===== src/rtl/amba3_axi_rd_arbiter_pkg.sv =====
// Shared AMBA3 type definitions for the read-channel arbiter and its
// future write-channel sibling.
package pkg_amba3;

  typedef enum logic [1:0] {
    BURST_FIXED = 2'b00,
    BURST_INCR  = 2'b01,
    BURST_WRAP  = 2'b10
  } burst_type_t;

  typedef enum logic [1:0] {
    LOCK_NORMAL = 2'b00,
    LOCK_EXCL   = 2'b01,
    LOCK_LOCKED = 2'b10
  } lock_type_t;

  typedef logic [3:0] cache_attr_t;
  typedef logic [2:0] prot_attr_t;

  typedef enum logic [1:0] {
    RESP_OKAY   = 2'b00,
    RESP_EXOKAY = 2'b01,
    RESP_SLVERR = 2'b10,
    RESP_DECERR = 2'b11
  } resp_type_t;

  // Arbiter FSM: IDLE picks a winner, GRANT presents it until accepted.
  typedef enum logic {
    IDLE  = 1'b0,
    GRANT = 1'b1
  } arb_state_t;

endpackage


===== src/rtl/amba3_axi_rd_arbiter_if.sv =====
// AXI3 read-channel bundle (AR + R). LANES > 1 packs several masters side by
// side, lane i occupying bits [i*W +: W] of each field.
// Handshake: a transfer happens on a clock edge where valid and ready are both
// high; valid must not depend on ready, and once raised valid and its payload
// hold until the transfer completes.
interface amba3_axi_rd_arbiter_if #(
  parameter int LANES     = 1,
  parameter int ID_BITS   = 4,
  parameter int ADDR_BITS = 32,
  parameter int DATA_BITS = 32
);
  logic [LANES*ID_BITS-1:0]   arid;
  logic [LANES*ADDR_BITS-1:0] araddr;
  logic [LANES*4-1:0]         arlen;
  logic [LANES*3-1:0]         arsize;
  logic [LANES*2-1:0]         arburst;
  logic [LANES*2-1:0]         arlock;
  logic [LANES*4-1:0]         arcache;
  logic [LANES*3-1:0]         arprot;
  logic [LANES-1:0]           arvalid;
  logic [LANES-1:0]           arready;
  logic [LANES*ID_BITS-1:0]   rid;
  logic [LANES*DATA_BITS-1:0] rdata;
  logic [LANES*2-1:0]         rresp;
  logic [LANES-1:0]           rlast;
  logic [LANES-1:0]           rvalid;
  logic [LANES-1:0]           rready;

  modport master (
    output arid, araddr, arlen, arsize, arburst, arlock, arcache, arprot,
    output arvalid, rready,
    input  arready, rid, rdata, rresp, rlast, rvalid
  );

  modport slave (
    input  arid, araddr, arlen, arsize, arburst, arlock, arcache, arprot,
    input  arvalid, rready,
    output arready, rid, rdata, rresp, rlast, rvalid
  );
endinterface


===== src/rtl/amba3_axi_rd_arbiter_rr.sv =====
// Combinational round-robin picker: first asserted req at or after ptr,
// wrapping modulo N. Shared with the write-channel arbiter.
module amba3_rr_arbiter #(
  parameter int N        = 4,
  parameter int IDX_BITS = $clog2(N)
) (
  input  logic [N-1:0]        req,
  input  logic [IDX_BITS-1:0] ptr,
  output logic [IDX_BITS-1:0] idx,
  output logic                any_valid
);

  // Scan from the farthest offset down so the nearest request wins last.
  always_comb begin
    idx       = '0;
    any_valid = 1'b0;
    for (int k = N - 1; k >= 0; k--) begin
      if (req[(int'(ptr) + k) % N]) begin
        idx       = IDX_BITS'((int'(ptr) + k) % N);
        any_valid = 1'b1;
      end
    end
  end

endmodule


===== src/rtl/amba3_axi_rd_arbiter.sv =====
// Shares one AXI3 read port between NUM_MST masters. AR requests are
// arbitrated and the slave ID is widened with the master index; R beats are
// routed back by that index. Outstanding bursts per master are capped.
// Build option: AMBA3_AXI_RD_ARB_FIXED_PRIO_EN selects fixed priority
// (lowest index wins) instead of round-robin.
module amba3_axi_rd_arbiter
  import pkg_amba3::*;
#(
  parameter int NUM_MST   = 4,
  parameter int TXID_BITS = 4,
  parameter int ADDR_BITS = 32,
  parameter int DATA_BITS = 32,
  parameter int MAX_OUTST = 4,
  localparam int MST_BITS = $clog2(NUM_MST),
  localparam int CNT_BITS = $clog2(MAX_OUTST + 1)
) (
  input  logic                         aclk,
  input  logic                         areset,
  amba3_axi_rd_arbiter_if.slave        mst,
  amba3_axi_rd_arbiter_if.master       slv,
  output logic                         route_err,
  output arb_state_t                   dbg_state,
  output logic [MST_BITS-1:0]          dbg_grant,
  output logic [NUM_MST*CNT_BITS-1:0]  dbg_outst
);

  localparam int SID_BITS = TXID_BITS + MST_BITS;

  arb_state_t          state, state_nxt;
  logic [MST_BITS-1:0] grant, grant_nxt, rr_ptr, pick_idx, r_idx;
  logic                pick_any, ar_accept, r_done, r_idx_ok, underflow;
  logic [NUM_MST-1:0]  eligible, inc, dec, zero;
  logic [CNT_BITS-1:0] outst [NUM_MST];

  // A master competes only while it has a request and budget left.
  always_comb begin
    for (int i = 0; i < NUM_MST; i++) begin
      eligible[i] = mst.arvalid[i] && (outst[i] < CNT_BITS'(MAX_OUTST));
      zero[i]     = (outst[i] == '0);
    end
  end

  amba3_rr_arbiter #(.N(NUM_MST), .IDX_BITS(MST_BITS)) u_rr (
    .req       (eligible),
    .ptr       (rr_ptr),
    .idx       (pick_idx),
    .any_valid (pick_any)
  );

  assign ar_accept = (state == GRANT) && slv.arready;

  // FSM state and grant registers.
  always_ff @(posedge aclk) begin
    if (areset) begin
      state <= IDLE;
      grant <= '0;
    end else begin
      state <= state_nxt;
      grant <= grant_nxt;
    end
  end

  // FSM next state: latch a winner in IDLE, hold it in GRANT until accepted.
  always_comb begin
    state_nxt = state;
    grant_nxt = grant;
    case (state)
      IDLE: begin
        if (pick_any) begin
          grant_nxt = pick_idx;
          state_nxt = GRANT;
        end
      end
      GRANT: begin
        if (slv.arready) state_nxt = IDLE;
      end
      default: state_nxt = IDLE;
    endcase
  end

`ifdef AMBA3_AXI_RD_ARB_FIXED_PRIO_EN
  // Fixed priority: the scan always starts at master 0.
  assign rr_ptr = '0;
`else
  // Round-robin pointer moves just past the master that was accepted.
  always_ff @(posedge aclk) begin
    if (areset) rr_ptr <= '0;
    else if (ar_accept)
      rr_ptr <= (int'(grant) == NUM_MST - 1) ? '0 : grant + 1'b1;
  end
`endif

  // AR mux: present the granted master's fields; only it sees arready.
  always_comb begin
    slv.arvalid     = (state == GRANT);
    slv.arid        = {grant, mst.arid[grant*TXID_BITS +: TXID_BITS]};
    slv.araddr      = mst.araddr[grant*ADDR_BITS +: ADDR_BITS];
    slv.arlen       = mst.arlen[grant*4 +: 4];
    slv.arsize      = mst.arsize[grant*3 +: 3];
    slv.arburst     = mst.arburst[grant*2 +: 2];
    slv.arlock      = mst.arlock[grant*2 +: 2];
    slv.arcache     = mst.arcache[grant*4 +: 4];
    slv.arprot      = mst.arprot[grant*3 +: 3];
    mst.arready     = '0;
    mst.arready[grant] = ar_accept;
  end

  // Upper ID bits name the owning master; an out-of-range index is sunk.
  assign r_idx    = slv.rid[SID_BITS-1:TXID_BITS];
  assign r_idx_ok = ({1'b0, r_idx} < (MST_BITS + 1)'(NUM_MST));

  // R routing: payload broadcast, rvalid one-hot to the owner.
  always_comb begin
    for (int i = 0; i < NUM_MST; i++) begin
      mst.rvalid[i]                            = slv.rvalid && r_idx_ok && (r_idx == MST_BITS'(i));
      mst.rid[i*TXID_BITS +: TXID_BITS]        = slv.rid[TXID_BITS-1:0];
      mst.rdata[i*DATA_BITS +: DATA_BITS]      = slv.rdata;
      mst.rresp[i*2 +: 2]                      = slv.rresp;
      mst.rlast[i]                             = slv.rlast;
    end
    slv.rready = r_idx_ok ? mst.rready[r_idx] : 1'b1;
  end

  assign r_done = slv.rvalid && slv.rready && slv.rlast;

  // Per-master increment on AR accept, decrement on the final R beat.
  always_comb begin
    for (int i = 0; i < NUM_MST; i++) begin
      inc[i] = ar_accept && (grant == MST_BITS'(i));
      dec[i] = r_done && r_idx_ok && (r_idx == MST_BITS'(i));
    end
  end

  assign underflow = |(dec & ~inc & zero);

  // Outstanding counters and the sticky routing error flag.
  always_ff @(posedge aclk) begin
    if (areset) begin
      for (int i = 0; i < NUM_MST; i++) outst[i] <= '0;
      route_err <= 1'b0;
    end else begin
      for (int i = 0; i < NUM_MST; i++) begin
        if (inc[i] && !dec[i])                outst[i] <= outst[i] + 1'b1;
        else if (dec[i] && !inc[i] && !zero[i]) outst[i] <= outst[i] - 1'b1;
      end
      route_err <= route_err | underflow | (slv.rvalid && !r_idx_ok);
    end
  end

  // Debug view of FSM state, current grant and counters.
  always_comb begin
    dbg_state = state;
    dbg_grant = grant;
    for (int i = 0; i < NUM_MST; i++) dbg_outst[i*CNT_BITS +: CNT_BITS] = outst[i];
  end

endmodule


===== src/flat_wrapper.sv =====
// flat-port wrapper written by rule: the top's interface ports become plain ports
module amba3_axi_rd_arbiter_flat import pkg_amba3::*;
#(
  parameter int NUM_MST   = 4,
  parameter int TXID_BITS = 4,
  parameter int ADDR_BITS = 32,
  parameter int DATA_BITS = 32,
  parameter int MAX_OUTST = 4,
  localparam int MST_BITS = $clog2(NUM_MST),
  localparam int CNT_BITS = $clog2(MAX_OUTST + 1)
)
  (aclk, areset, route_err, dbg_state, dbg_grant, dbg_outst, mst_arid, mst_araddr, mst_arlen, mst_arsize, mst_arburst, mst_arlock, mst_arcache, mst_arprot, mst_arvalid, mst_rready, mst_arready, mst_rid, mst_rdata, mst_rresp, mst_rlast, mst_rvalid, slv_arid, slv_araddr, slv_arlen, slv_arsize, slv_arburst, slv_arlock, slv_arcache, slv_arprot, slv_arvalid, slv_rready, slv_arready, slv_rid, slv_rdata, slv_rresp, slv_rlast, slv_rvalid);
  amba3_axi_rd_arbiter_if #(.LANES((4)), .ID_BITS((4)), .ADDR_BITS(ADDR_BITS), .DATA_BITS(DATA_BITS)) mst_i ();
  amba3_axi_rd_arbiter_if #(.LANES(1), .ID_BITS(((4) + (2))), .ADDR_BITS(ADDR_BITS), .DATA_BITS(DATA_BITS)) slv_i ();
  input  logic aclk;
  input  logic areset;
  output logic route_err;
  output arb_state_t dbg_state;
  output logic [MST_BITS-1:0] dbg_grant;
  output logic [NUM_MST*CNT_BITS-1:0] dbg_outst;
  input wire logic [$bits(mst_i.arid)-1:0] mst_arid;
  input wire logic [$bits(mst_i.araddr)-1:0] mst_araddr;
  input wire logic [$bits(mst_i.arlen)-1:0] mst_arlen;
  input wire logic [$bits(mst_i.arsize)-1:0] mst_arsize;
  input wire logic [$bits(mst_i.arburst)-1:0] mst_arburst;
  input wire logic [$bits(mst_i.arlock)-1:0] mst_arlock;
  input wire logic [$bits(mst_i.arcache)-1:0] mst_arcache;
  input wire logic [$bits(mst_i.arprot)-1:0] mst_arprot;
  input wire logic [$bits(mst_i.arvalid)-1:0] mst_arvalid;
  input wire logic [$bits(mst_i.rready)-1:0] mst_rready;
  output wire logic [$bits(mst_i.arready)-1:0] mst_arready;
  output wire logic [$bits(mst_i.rid)-1:0] mst_rid;
  output wire logic [$bits(mst_i.rdata)-1:0] mst_rdata;
  output wire logic [$bits(mst_i.rresp)-1:0] mst_rresp;
  output wire logic [$bits(mst_i.rlast)-1:0] mst_rlast;
  output wire logic [$bits(mst_i.rvalid)-1:0] mst_rvalid;
  output wire logic [$bits(slv_i.arid)-1:0] slv_arid;
  output wire logic [$bits(slv_i.araddr)-1:0] slv_araddr;
  output wire logic [$bits(slv_i.arlen)-1:0] slv_arlen;
  output wire logic [$bits(slv_i.arsize)-1:0] slv_arsize;
  output wire logic [$bits(slv_i.arburst)-1:0] slv_arburst;
  output wire logic [$bits(slv_i.arlock)-1:0] slv_arlock;
  output wire logic [$bits(slv_i.arcache)-1:0] slv_arcache;
  output wire logic [$bits(slv_i.arprot)-1:0] slv_arprot;
  output wire logic [$bits(slv_i.arvalid)-1:0] slv_arvalid;
  output wire logic [$bits(slv_i.rready)-1:0] slv_rready;
  input wire logic [$bits(slv_i.arready)-1:0] slv_arready;
  input wire logic [$bits(slv_i.rid)-1:0] slv_rid;
  input wire logic [$bits(slv_i.rdata)-1:0] slv_rdata;
  input wire logic [$bits(slv_i.rresp)-1:0] slv_rresp;
  input wire logic [$bits(slv_i.rlast)-1:0] slv_rlast;
  input wire logic [$bits(slv_i.rvalid)-1:0] slv_rvalid;
  assign mst_i.arid = mst_arid;
  assign mst_i.araddr = mst_araddr;
  assign mst_i.arlen = mst_arlen;
  assign mst_i.arsize = mst_arsize;
  assign mst_i.arburst = mst_arburst;
  assign mst_i.arlock = mst_arlock;
  assign mst_i.arcache = mst_arcache;
  assign mst_i.arprot = mst_arprot;
  assign mst_i.arvalid = mst_arvalid;
  assign mst_i.rready = mst_rready;
  assign mst_arready = mst_i.arready;
  assign mst_rid = mst_i.rid;
  assign mst_rdata = mst_i.rdata;
  assign mst_rresp = mst_i.rresp;
  assign mst_rlast = mst_i.rlast;
  assign mst_rvalid = mst_i.rvalid;
  assign slv_arid = slv_i.arid;
  assign slv_araddr = slv_i.araddr;
  assign slv_arlen = slv_i.arlen;
  assign slv_arsize = slv_i.arsize;
  assign slv_arburst = slv_i.arburst;
  assign slv_arlock = slv_i.arlock;
  assign slv_arcache = slv_i.arcache;
  assign slv_arprot = slv_i.arprot;
  assign slv_arvalid = slv_i.arvalid;
  assign slv_rready = slv_i.rready;
  assign slv_i.arready = slv_arready;
  assign slv_i.rid = slv_rid;
  assign slv_i.rdata = slv_rdata;
  assign slv_i.rresp = slv_rresp;
  assign slv_i.rlast = slv_rlast;
  assign slv_i.rvalid = slv_rvalid;
  amba3_axi_rd_arbiter #(.NUM_MST(NUM_MST), .TXID_BITS(TXID_BITS), .ADDR_BITS(ADDR_BITS), .DATA_BITS(DATA_BITS), .MAX_OUTST(MAX_OUTST)) u_core (.aclk(aclk), .areset(areset), .mst(mst_i), .slv(slv_i), .route_err(route_err), .dbg_state(dbg_state), .dbg_grant(dbg_grant), .dbg_outst(dbg_outst));
endmodule

===== config.mk =====
export PLATFORM = sky130hd
export DESIGN_NAME = amba3_axi_rd_arbiter_flat
export DESIGN_NICKNAME = d
export VERILOG_FILES = /design/src/rtl/amba3_axi_rd_arbiter_pkg.sv /design/src/rtl/amba3_axi_rd_arbiter_if.sv /design/src/rtl/amba3_axi_rd_arbiter_rr.sv /design/src/rtl/amba3_axi_rd_arbiter.sv /design/src/flat_wrapper.sv
export SDC_FILE = /design/constraint.sdc
export NUM_CORES = 1
export LEC_CHECK = 0
export BUFFER_PORTS_ARGS = -buffer_cell sky130_fd_sc_hd__clkbuf_2
export CORE_AREA = 4 4 193 195
export DETAILED_ROUTE_END_ITERATION = 12
export DIE_AREA = 0 0 197 199
export PLACE_DENSITY_LB_ADDON = 0.15
export SLEW_MARGIN = 20
export SYNTH_ARGS = -nofsm -noshare
export SYNTH_HDL_FRONTEND = slang
export SYNTH_SLANG_ARGS = --single-unit
export TNS_END_PERCENT = 1

===== constraint.sdc =====
create_clock -name aclk -period 5 [get_ports aclk]
set_clock_uncertainty 0.1 [all_clocks]
set_input_delay 0.75 -clock aclk [delete_from_list [all_inputs] [get_ports aclk]]
set_output_delay 0.75 -clock aclk [all_outputs]
set_load 0.01 [all_outputs]

* Word-level counts from Yosys, hierarchy flattened
Memories as Yosys holds them, arrays and structs flattened.
Cells that the tools add are included.
** Cells by class
- $add $sub $neg :: 12
- Multipliers :: 1
- Order comparisons :: 11
- Equality and inequality tests :: 7
- Shift-type cells :: 8
- Multiplexer cells :: 65
- Bitwise gates (word level) :: 17
- Reductions and logical operators :: 55
** Operators by type and width (count)
- $shiftx 128x8->32 :: 1
- $shiftx 16x5->4 :: 3
- $mux 1 :: 45
- $logic_and 1x1->1 :: 32
- $mux 3 :: 8
- $shiftx 12x5->3 :: 2
- $shiftx 8x4->2 :: 2
- $add 3x1->3 const B :: 4
- $and 4x4->4 :: 3
- $logic_not 1->1 :: 12
- $logic_not 3->1 :: 4
- $lt 3x3->1 const B :: 4
- $lt 3x4->1 const B :: 3
- $sub 3x1->3 const B :: 4
- $bmux 1 s2 :: 5
- $mux 2 :: 5
- $lt 2x3->1 const B :: 3
- $or 1x1->1 :: 9
- $eq 2x2->1 const B :: 4
- $eq 2x1->1 const B :: 3
- $reduce_or 2->1 :: 3
- $add 2x1->2 const B :: 2
- $add 2x2->2 const B :: 2
- $logic_not 2->1 :: 2
- other kinds (9) :: 11
** Storage, ports and cells
- Register bits :: 6
- Bits in writable memories :: 12
- Bits of input ports :: 269
- Output and inout bits :: 238
- Logic and storage cells :: 181
- Memories kept :: 1
** Memories
- u_core.outst :: depth 4, width 3, rd ports 4, clocked after Yosys merged registers in 0, write ports 4, RTL line amba3_axi_rd_arbiter.sv:33 : logic [CNT_BITS-1:0] outst [NUM_MST];

* Depth between registers and ports, before layout
- Depth in word-level cells :: 12
- Gate-level depth with buffers :: 12
- Gate-level depth less buffers :: 10

* Cells and area by module
A second synthesis with hierarchy kept.
** Unflattened totals
- Cells, all modules :: 381
- Area, all modules :: 3834.9 sq um
** Modules (own cells, without submodules)
- amba3_axi_rd_arbiter :: instances 1, cells an instance 368, area each 3757.4 sq um, sequential area each 480.5 sq um
- amba3_rr_arbiter :: instances 1, cells an instance 13, area each 77.6 sq um, sequential area each 0.0 sq um

* Worst setup path after synthesis
OpenSTA, ideal clock, no wires.
- Kind :: register to register
- From :: reg u_core.grant[1] (netlist: u_core.dbg_grant[1])
- To :: mem u_core.outst[0][2] (netlist name), data pin
- Data arrival time :: 2.901 ns
- Setup slack :: 1.722 ns
- Stages on the path, launching flop included :: 11
- Path buffers :: 2
- Clock period less this slack :: 3.278 ns
- Cell sequence :: dfxtp_1 > clkbuf_1 > buf_1 > inv_1 > ha_1 > and3_1 > or3_1 > or3_4 > fa_1 > xnor2_1 > mux2i_1
** RTL lines
- from (decl) :: RTL line amba3_axi_rd_arbiter.sv:30 : logic [MST_BITS-1:0] grant, grant_nxt, rr_ptr, pick_idx, r_idx;
- from (signal assigned) :: RTL line amba3_axi_rd_arbiter.sv:59 : grant <= grant_nxt;
- to (decl) :: RTL line amba3_axi_rd_arbiter.sv:33

* Final worst setup path
- From :: reg u_core.grant[0] (netlist: u_core.dbg_grant[0])
- To :: out slv_araddr[21]
** On the way
- Longest elaborated chain between the ends :: 1
** RTL lines
- $shiftx 128x8->32 :: RTL line amba3_axi_rd_arbiter.sv:97 : slv.araddr = mst.araddr[grant*ADDR_BITS +: ADDR_BITS];
- to (decl) :: RTL line flat_wrapper.sv:38 : output wire logic [$bits(slv_i.araddr)-1:0] slv_araddr;
Every way passes these cells.

==> tab_implementation.tex <==
\begin{tabular}{lr}
\hline
Metric & Value \\
\hline
\multicolumn{2}{l}{\textbf{Cells and area}} \\
\quad Share of layout cells above drive strength 1 & 0.7355 \\
\quad Nets & between 700 and 800 \\
\quad Count of fill cells added during filler insertion & between 4,000 and 5,000 \\
\quad Post-route core utilization & 0.1346 \\
\quad Synth-to-layout area growth & 26.93\% \\
\multicolumn{2}{l}{\textbf{Yosys}} \\
\quad Leading post-synthesis cells by instance count & 159 x buf\_4, 55 x mux4\_2, 18 x inv\_1, 17 x nor2\_1, 12 x edfxtp\_1 \\
\quad Synth Area per Inst & just over 10 um2 \\
\quad Most used DFF post-synth & edfxtp\_1 \\
\quad Most frequent cell after synthesis & buf\_4 \\
\quad Yosys warnings & 0 \\
\quad Count of flip-flops with a built-in enable after synthesis & 12 \\
\quad Top-area cell type share of the netlist area & 0.3300 \\
\quad Sequential area share after synthesis & 0.1280 \\
\quad Number of flip-flops and latches in the synthesized netlist & 18 \\
\quad Distinct cell type count of the synthesized netlist & 36 \\
\quad Post-Synthesis Cells & 368 \\
\quad Library cell with the largest summed area after synthesis & mux4\_2 \\
\quad Async set or reset register ratio after synthesis & 0 \\
\quad Net count after synthesis & 647 \\
\quad Mapped Area & between 3000 and 4000 um2 \\
\quad Largest cells by area after synthesis & mux4\_2 33\%, buf\_4 32\%, edfxtp\_1 9.6\% \\
\multicolumn{2}{l}{\textbf{STA}} \\
\quad Final setup fails & 0 \\
\quad Final Hold Violating Endpoints & 0 \\
\quad Slew @ Worst Pin & 859.2 ps \\
\quad Final critical delay including setup and external delays & $\sim$3200 ps \\
\quad Final sum of negative setup slack & 0 ps \\
\quad Number of slew-limit violations in the final report & 0 \\
\quad Post-route clock period utilization & 0.6486 \\
\quad Peak Freq & 308.4 MHz \\
\quad Slew headroom & 0.4272 \\
\quad Unrepaired setup endpoints after global routing & false \\
\multicolumn{2}{l}{\textbf{Clock network}} \\
\quad Inserted Clock Buffers & 3 \\
\quad Hold\_buf cts & 0 \\
\quad Sink Count & 18 \\
\quad H-tree depth & 1 \\
\quad Resized Gates After CTS & 0 \\
\quad Buffers inserted during post-CTS setup optimization & 0 \\
\quad Longest Clk Path Bufs & 2 \\
\quad TritonCTS clock tree & yes \\
\quad Clock tree root driver cell & clkbuf\_16 \\
\quad Clock latency on the worst-skew pair & 250 ps \\
\quad Clock Pin Slew Worst Setup and Hold Paths & 60 ps \\
\multicolumn{2}{l}{\textbf{Power and ir drop}} \\
\quad Cell area power density & about 160 nW/um2 \\
\quad LEAKAGE & between 2 and 2.5 nW \\
\quad Largest voltage drop on the vdd net & 0.1151 mV \\
\multicolumn{2}{l}{\textbf{Place}} \\
\quad Number of port buffers & $\sim$320 \\
\quad Global placer's final weighted congestion & 0.8548 \\
\quad Detailed placement HPWL & about 17,000 um \\
\multicolumn{2}{l}{\textbf{Global routing}} \\
\quad Met1 Usage GRT & 0.1136 \\
\quad Pin count of the biggest net entering global routing & between 50 and 60 \\
\quad Global routing's busiest layer & met2 \\
\quad Global route total overflow & 0 \\
\quad Global-route met3 utilization & 0.03523 \\
\quad Overall Global Routing Usage & 0.08934 \\
\quad Wire length of the first global-routing pass & 26,010 um \\
\quad Number of global-route vias before repair & 3,591 \\
\quad Met2 usage & 0.1509 \\
\quad Number of antenna violations at the first check in global routing & 6 \\
\multicolumn{2}{l}{\textbf{Routing}} \\
\quad Wire length after detailed routing & roughly 19,000 um \\
\quad Final routed DRC violation total & 0 \\
\quad Remaining antenna violation count & 0 \\
\quad Number of iterations in the first detailed-routing pass & 4 \\
\quad Number of vias in the routed layout & between 3,000 and 4,000 \\
\quad Per-cell routed wire length & approximately 20 um \\
\quad Number of DRC markers after the initial detailed-route iteration & 102 \\
\quad Via density per instance & 3.443 \\
\multicolumn{2}{l}{\textbf{Setup path}} \\
\quad List of cells traversed by the critical path & buf\_4 > mux4\_2 > clkbuf\_2 \\
\quad Biggest fanout along the worst timing path & 32 \\
\quad Kind of start point of the critical path & register \\
\quad Arrival time of the worst setup path & 2390 ps \\
\quad Highest cell delay on the worst timing path & 750 ps \\
\quad Required time of the worst setup path & between 4000 and 5000 ps \\
\quad Start-to-end type of the worst setup path & reg -> out \\
\quad Slowest stage cell, crit path & dfxtp\_4 \\
\quad Category of the worst setup path capture point & output pin \\
\multicolumn{2}{l}{\textbf{Die}} \\
\quad Horizontal die dimension & $\sim$200 um \\
\quad Die boundary height & between 150 and 200 um \\
\quad Core Rows & 69 \\
\quad I/O pin cnt & between 500 and 600 \\
\quad Area of the placeable core & approximately 35,000 um2 \\
\quad Die outline area & between 30,000 and 40,000 um2 \\
\quad Initial core utilization & 0.1060 \\
\multicolumn{2}{l}{\textbf{Run status}} \\
\quad Status & finished, final reports clean \\
\multicolumn{2}{l}{\textbf{Hold path}} \\
\quad Min-Delay Path Class & reg -> reg \\
\multicolumn{2}{l}{\textbf{Job}} \\
\quad Max cap viols & 0 \\
\hline
\end{tabular}
layout make-up:
| cell class | instances | area, um2 | area share |
|---|---|---|---|
| Tap cell | 461 | 576.8 | 0.1211 |
| Sequential cell | 18 | 485.5 | 0.1019 |
| Multi-Input combinational cell | 160 | 1957 | 0.4107 |
| Inverter | 18 | 67.56 | 0.01418 |
| Antenna cell | 1 | 2.502 | 0.0005252 |
| Timing Repair Buffer | 318 | 1597 | 0.3351 |
| Clock inverter | 1 | 3.754 | 0.0007878 |
| Clock buffer | 3 | 75.07 | 0.01576 |
placed cells by master (no fill, tap or decap), types with 5 or more instances in the layout:
cell      instances
edfxtp_1         12
nand2b_1          7
nor2_1           17
clkbuf_2        316
nor3_1           10
inv_1            18
nand2_1           7
a21oi_1           6
ha_1              7
and3_1            8
mux4_2           55
or3_1             5
per-stage QoR:
step	power, W	instances	setup slack, ps	area [um2]	hold slack [ps]
after detailed placement	0.0006112	975	1847	4683	424.4
final	0.0007611	980	1757	4765	429.9
after CTS	0.0007846	979	1635	4762	433.0
after global placement	0.0006156	975	1878	4683	423.4
after global routing	0.0008184	979	1537	4762	463.5
after floorplan	0.0005150	368	1722	3754	381.0
worst paths after layout:
kind | to | slack [ps] | cells after the start | start
hold / removal | u_core.rr_ptr[1]$_SDFFE_PP0P_ | 430 | 2 | u_core.rr_ptr[1]$_SDFFE_PP0P_
setup reg to reg | u_core.outst[0][2]$_SDFFCE_PN0P_ | 1910 | 8 | u_core.dbg_grant[0]$_SDFFE_PP0P_
hold reg to reg | u_core.rr_ptr[1]$_SDFFE_PP0P_ | 430 | 2 | u_core.rr_ptr[1]$_SDFFE_PP0P_
setup / recovery | slv_araddr[21] | 1760 | 3 | u_core.dbg_grant[0]$_SDFFE_PP0P_
worst max-delay path: cells and delay by family, from the launching register on:
family	cells	cell delay, ps
multiplexers	1	600
buffers and inverters	2	760
flip-flops	1	750
report_power, final:
part           internal (W)  switching (W)  leakage [nW]  total [W]
Clock              0.000106      0.0000598        0.0385   0.000166
Combinational      0.000214       0.000188          1.97   0.000402
Sequential         0.000168      0.0000246         0.175   0.000193
Total              0.000488       0.000273          2.18   0.000761
routing by layer:
metal	routed length, um	part of all wire	vias to the layer above
met3	2085	0.11	18
met4	48	0.0025	10
met1	7844	0.41	1620
met2	9214	0.48	257
li1	-	-	1469
met5	69	0.0036	-
registers in the layout (all words and copies together) (netlist names):
signal	count
u_core.dbg_state	1
u_core.outst	12
u_core.rr_ptr	2
u_core.route_err	1
u_core.dbg_grant	2
cells by family (layout without fill, tap and decap cells):
| group | count (synthesis) | in the layout | share of synthesized area |
|---|---|---|---|
| adders and majority gates | 10 | 10 | 0.03933 |
| other | 0 | 1 | 0 |
| and+or+nand+nor | 69 | 69 | 0.1013 |
| xor gates and xnor gates | 3 | 3 | 0.007001 |
| buffers and inverters | 190 | 340 | 0.3507 |
| muxes | 58 | 58 | 0.3380 |
| DFF | 18 | 18 | 0.1280 |
| AOI/OAI and AO/OA | 20 | 20 | 0.03567 |
No activity file was read; power rests on OpenSTA's default activity.
